### src/rtl/instr_mem_pkg.sv
// Shared constants for the programmable instruction memory: sizes, FSM state codes
// and the default ramen-timer program image (used when ROM_DEFAULT_EN is defined).
package instr_mem_pkg;

    localparam int MEM_DEPTH = 16;
    localparam int MEM_WIDTH = 8;

    localparam logic [1:0] ST_RUN  = 2'd0;
    localparam logic [1:0] ST_LOAD = 2'd1;
    localparam logic [1:0] ST_HOLD = 2'd2;

    localparam logic [7:0] ROM_IMAGE [0:15] = '{
        8'hB7, 8'h01, 8'hE1, 8'h01, 8'hE3, 8'hB6, 8'h01, 8'hE6,
        8'h01, 8'hE8, 8'hB0, 8'hB4, 8'h01, 8'hEA, 8'hB8, 8'hFF
    };

endpackage

### src/rtl/instr_mem_array.sv
// 16x8 register file: one synchronous write port, one asynchronous read port.
// With ROM_DEFAULT_EN defined, n_reset loads the default program image.
module instr_mem_array
    import instr_mem_pkg::*;
#(
    parameter int DEPTH = MEM_DEPTH,
    parameter int WIDTH = MEM_WIDTH
) (
    input  logic             clk,
`ifdef ROM_DEFAULT_EN
    input  logic             n_reset,
`endif
    input  logic             we,
    input  logic [3:0]       waddr,
    input  logic [WIDTH-1:0] wdata,
    input  logic [3:0]       raddr,
    output logic [WIDTH-1:0] rdata
);

    logic [WIDTH-1:0] mem [0:DEPTH-1];

`ifdef ROM_DEFAULT_EN
    always_ff @(posedge clk or negedge n_reset) begin
        if (!n_reset) begin
            for (int i = 0; i < DEPTH; i++) begin
                mem[i] <= WIDTH'(ROM_IMAGE[i]);
            end
        end else if (we) begin
            mem[waddr] <= wdata;
        end
    end
`else
    // No reset on storage: contents are whatever the host last loaded.
    always_ff @(posedge clk) begin
        if (we) begin
            mem[waddr] <= wdata;
        end
    end
`endif

    assign rdata = mem[raddr];

endmodule

### src/rtl/instr_mem_loader.sv
// Host-loadable instruction memory for the 4-bit CPU; holds the CPU in reset while loading.
// Optional macro ROM_DEFAULT_EN: reset loads the default ramen-timer image.
module instr_mem_loader
    import instr_mem_pkg::*;
#(
    parameter int DEPTH = MEM_DEPTH,
    parameter int WIDTH = MEM_WIDTH
) (
    input  logic             clk,
    input  logic             n_reset,
    input  logic             prog_mode,
    input  logic [WIDTH-1:0] din,
    input  logic             din_valid,
    output logic             din_ready,
    input  logic [3:0]       address,
    output logic [WIDTH-1:0] instr,
    output logic             cpu_n_reset,
    output logic             load_done,
    output logic [3:0]       wr_ptr
);

    logic [1:0] state;
    logic [1:0] next_state;
    logic       accept;

    assign din_ready = (state == ST_LOAD) && prog_mode;
    assign accept    = din_valid && din_ready;

    always_comb begin
        next_state = state;
        case (state)
            ST_RUN:  if (prog_mode) next_state = ST_LOAD;
            ST_LOAD: begin
                if (!prog_mode)
                    next_state = ST_RUN;
                else if (accept && wr_ptr == 4'd15)
                    next_state = ST_HOLD;
            end
            ST_HOLD: if (!prog_mode) next_state = ST_RUN;
            default: next_state = ST_RUN;
        endcase
    end

    // cpu_n_reset follows the next state so the CPU is released on the same edge the FSM returns to RUN.
    always_ff @(posedge clk or negedge n_reset) begin
        if (!n_reset) begin
            state       <= ST_RUN;
            wr_ptr      <= 4'd0;
            load_done   <= 1'b0;
            cpu_n_reset <= 1'b0;
        end else begin
            state       <= next_state;
            cpu_n_reset <= (next_state == ST_RUN);
            if (state == ST_RUN && prog_mode) begin
                wr_ptr    <= 4'd0;
                load_done <= 1'b0;
            end else if (accept) begin
                wr_ptr <= wr_ptr + 4'd1;
                if (wr_ptr == 4'd15)
                    load_done <= 1'b1;
            end
        end
    end

    instr_mem_array #(
        .DEPTH (DEPTH),
        .WIDTH (WIDTH)
    ) u_mem (
        .clk     (clk),
`ifdef ROM_DEFAULT_EN
        .n_reset (n_reset),
`endif
        .we      (accept),
        .waddr   (wr_ptr),
        .wdata   (din),
        .raddr   (address),
        .rdata   (instr)
    );

endmodule

### config.mk
export PLATFORM = sky130hd
export DESIGN_NAME = instr_mem_loader
export DESIGN_NICKNAME = d
export VERILOG_FILES = /design/src/rtl/instr_mem_pkg.sv /design/src/rtl/instr_mem_array.sv /design/src/rtl/instr_mem_loader.sv
export SDC_FILE = /design/constraint.sdc
export NUM_CORES = 1
export LEC_CHECK = 0
export CAP_MARGIN = 10
export CORE_MARGIN = 10
export CORE_UTILIZATION = 55
export DETAILED_ROUTE_END_ITERATION = 8
export PLACE_DENSITY_LB_ADDON = 0.12
export SYNTH_ARGS = -nofsm -noshare
export SYNTH_HDL_FRONTEND = slang
export SYNTH_HIERARCHICAL = 1
export SYNTH_SLANG_ARGS = --single-unit
### constraint.sdc
create_clock -name clk -period 2.6 [get_ports clk]
set_input_delay 0.39 -clock clk [delete_from_list [all_inputs] [get_ports clk]]
set_output_delay 0.39 -clock clk [all_outputs]
set_load 0.05 [all_outputs]
==> results.md <==
- 9640 um2 — Core Area
- 0 — initial antenna violation count
- 0.06 ns — clock transition at the register clock pins on the worst setup and hold paths after CTS
- 0.751 — post-synthesis sequential area ratio
- 2852 — vias in the first global route
- 2 — maximum buffer depth of the clock tree
- clkdlybuf4s50_1 > buf_12 > mux4_1 > a22oi_1 > nand2_1 > buf_4 — CP Cell Sequence
- 0 ns — setup_tns
- 0.761 — routability cong.
- 5390 um2 — Post-Syn Area
- 407 MHz — maximum achievable frequency
- 33 — largest net degree at the start of global routing
- 6490 um — final HPWL from detailed placement
- 198 — detailed router's first-iteration violation count
- 0.714 — fraction of synthesized cell area taken by the top area cell type
- multiplexers — combinational family with the most area after synthesis
- 0.145 ns — worst path setup slack after routing
- 274 — Post-Synthesis Net Count
- 21.9 um — average wire per cell in the routed design
- 21.0 um2 — mean cell area of the mapped netlist
- 0.162 ns — Placement Setup Slack
- 4 — number of cell instances on the worst register-to-register path
- 10100 um — routed wire length
- 31 — number of top-level pins
- sky130_fd_sc_hd__clkdlybuf4s50_1 — critical path's slowest cell
- 14200 um2 — die area
- 0.559 — Initial Util
- 0.258 — share of cells above drive strength 1
- complete, no violations — outcome
- sky130_fd_sc_hd__edfxtp_1 — prevailing post-synth register cell
- input pin to asynchronous set/reset pin — Hold WC Path Type
- 0 — number of max-capacitance violations reported
- 0 — number of hold-repair buffers added at the cts stage
- sky130_fd_sc_hd__clkbuf_8 — clock tree root driver cell
- 4160 um — met1 routed wirelength after detailed routing
- 2.21 ns — Req. time, crit path
- 653 — number of filler cells placed in the layout
- 32 — Netlist cell types
- 0.0448 — basic-gate share of the synthesized area counting and, or, nand and nor cells
- 333 — Net count, final
- 16200 um — global-route wire length before repair
- 2.45 ns — final critical delay including setup and external delays
- sky130_fd_sc_hd__edfxtp_1 71%, sky130_fd_sc_hd__mux4_2 7.5%, sky130_fd_sc_hd__mux4_1 6.8% — ranking of synthesized cells by area
- 0 — final setup violation count
- 0 — Final Hold Violating Endpoints
- 2.23 nW — Leakage
- 0.00907 ns — Layout Skew
- 257 — Syn Inst Count
- 0 — count of pins over their slew limit
- 2.06 ns — arrival time of data at the critical path endpoint
- 36 — number of placement rows
- 0 — GRT overflow
- 0.576 — tightest slew margin relative to the limit
- 32 — largest fanout on the critical path
- 136 — clk sinks
- 2622 — vias post-DR
- 119 um — die height
- 30 — Port Buffers
- no — RSZ-0062 raised after global routing
- 5.68 — mean number of vias per cell
- 0.944 — final worst-path cycle share
- 119 um — Die Width
- met4 — highest metal layer with signal wires
- input pin to output port — Crit Path Class
- 0 — cts repair resizes
- state[0]$_DFF_PN0_ — beginning of the worst register-to-register path
- 0 — antenna cells
- 0.00232 — adder-cell share of the synthesized area
- 0.0588 — async set or reset register ratio after synthesis
- 0 — xor/xnor cell area share of the yosys netlist
- 782 nW/um2 — power density normalized to cell area
- 5180 um — WL met2
- 0.51 ns — latest clock arrival within the worst-skew pair
- 0 — post-CTS setup buffers
- 0.674 — share of the core filled with cells
- 0.147 — multiplexer fraction of the synthesized cell area
- 0.634 ns — Slew @ Worst Pin
- 17 — clock buffer count from CTS
- 128 — number of synthesized flops with an enable pin
- 20.6% — area grow syn2layout
- input pin — type of element launching the critical path
- 0.487 mV — maximum vdd ir drop
- 4 — total number of H-tree levels
- address[1] — startpoint of the worst setup timing path
- 5.08 mW — PnR Total Power
- yes — CTS tree
- 0 — count of antenna-violating nets left after detailed routing
- 4 — Initial DRT Pass Iterations
- 136 — flip-flop and latch count after synthesis
- 0 — remaining routing DRC violations
- 0.165 ns — worst hold slack after final layout
- 0.153 — total global-route track usage
- sky130_fd_sc_hd__edfxtp_1 — Synth area leader
- 0.0339 — area fraction in compound gates after synthesis
- 6 — Synthesis Warnings
- 0.50 ns — crit-path max cell delay
- output port — kind of end point of the critical path
- 694 um — DR WL met3
-- through the flow --
step                      std cells  cell area [um2]
after global placement          430             5930
after detailed placement        430             5930
after global routing            462             6490
after floorplan                 257             5390
final                           462             6490
after CTS                       462             6490
-- synthesized netlist by cell type (2+ instances only) --
master,count
sky130_fd_sc_hd__a22o_1,2
sky130_fd_sc_hd__a22oi_1,17
sky130_fd_sc_hd__and2_1,2
sky130_fd_sc_hd__and2b_1,2
sky130_fd_sc_hd__buf_2,3
sky130_fd_sc_hd__buf_6,4
sky130_fd_sc_hd__clkdlybuf4s25_2,3
sky130_fd_sc_hd__dfrtp_1,8
sky130_fd_sc_hd__edfxtp_1,128
sky130_fd_sc_hd__inv_1,3
sky130_fd_sc_hd__mux2i_1,2
sky130_fd_sc_hd__mux4_1,14
sky130_fd_sc_hd__mux4_2,18
sky130_fd_sc_hd__nand2_1,12
sky130_fd_sc_hd__nand2b_1,3
sky130_fd_sc_hd__nand3b_1,3
sky130_fd_sc_hd__nor2_1,15
sky130_fd_sc_hd__nor3_1,4
-- sequential cells by signal, indices dropped and copies added (netlist names) --
signal and cells:
cpu_n_reset 1, load_done 1, state 2, u_mem/mem 128, wr_ptr 4
-- cell usage in the layout, fill, tap and decap left out, types with 2 or more instances in the layout --
cell type	synthesis	final
sky130_fd_sc_hd__bufinv_16	0	2
sky130_fd_sc_hd__mux2i_1	2	2
sky130_fd_sc_hd__and2b_1	2	2
sky130_fd_sc_hd__buf_4	1	28
sky130_fd_sc_hd__buf_12	0	3
sky130_fd_sc_hd__inv_1	3	3
sky130_fd_sc_hd__a22o_1	2	2
sky130_fd_sc_hd__mux4_1	14	14
sky130_fd_sc_hd__edfxtp_1	128	128
sky130_fd_sc_hd__nand3b_1	3	3
sky130_fd_sc_hd__nand2_1	12	12
sky130_fd_sc_hd__nor3_1	4	4
sky130_fd_sc_hd__nand2b_1	3	3
sky130_fd_sc_hd__clkinv_2	0	3
sky130_fd_sc_hd__a22oi_1	17	17
sky130_fd_sc_hd__nor2_1	15	15
sky130_fd_sc_hd__clkinvlp_4	0	4
sky130_fd_sc_hd__mux4_2	18	18
sky130_fd_sc_hd__and2_1	2	2
sky130_fd_sc_hd__inv_6	0	4
sky130_fd_sc_hd__clkbuf_16	0	16
sky130_fd_sc_hd__clkdlybuf4s50_1	0	20
sky130_fd_sc_hd__dfrtp_1	8	8
-- final timing paths --
kind,to,slack (ns)
setup / recovery,instr[4],0.15
hold / removal,state[0]$_DFF_PN0_,0.16
setup reg to reg,u_mem/mem[0][2]$_DFFE_PP_,0.59
hold reg to reg,load_done$_DFFE_PN0P_,0.50
max in group asynchronous,wr_ptr[2]$_DFFE_PN0P_,2.16
min in group clk,cpu_n_reset$_DFF_PN0_,0.48
-- logic make-up (layout without fill, tap and decap cells) --
group                    Yosys count  in the layout
adder cells (fa/ha/maj)            1              1
multiplexers                      34             34
buffers and inverters             15             87
AO/OA/AOI/OAI                     24             24
AND/OR/NAND/NOR                   47             47
flip-flops                       136            136
-- power breakdown --
group          internal (mW)  switching [mW]
Sequential              2.42          0.0208
Combinational          0.149           0.231
Clock                   1.37           0.888
-- worst max-delay path: cells and delay by family --
kind,cells,cell delay (ns)
AOI/OAI and AO/OA,1,0.28
buffers and inverters,3,0.93
muxes,1,0.34
and+or+nand+nor,1,0.12
-- layer usage --
metal | global-route usage | up-vias
li1 | - | 1198
met4 | 0.0588 | 0
met1 | 0.195 | 1330
met5 | 0 | -
met3 | 0.0425 | 7
met2 | 0.245 | 87
-- cell type report --
type	instances	area, um2	share of cell area
clock buffer	18	418	0.0644
inverter	3	11.3	0.00173
multi-input combinational	106	1230	0.189
tap	133	166	0.0256
timing repair buffer	52	475	0.0732
clock inverter	14	149	0.0229
sequential	136	4040	0.623
Note: power is estimated with default switching activity, not from simulation.
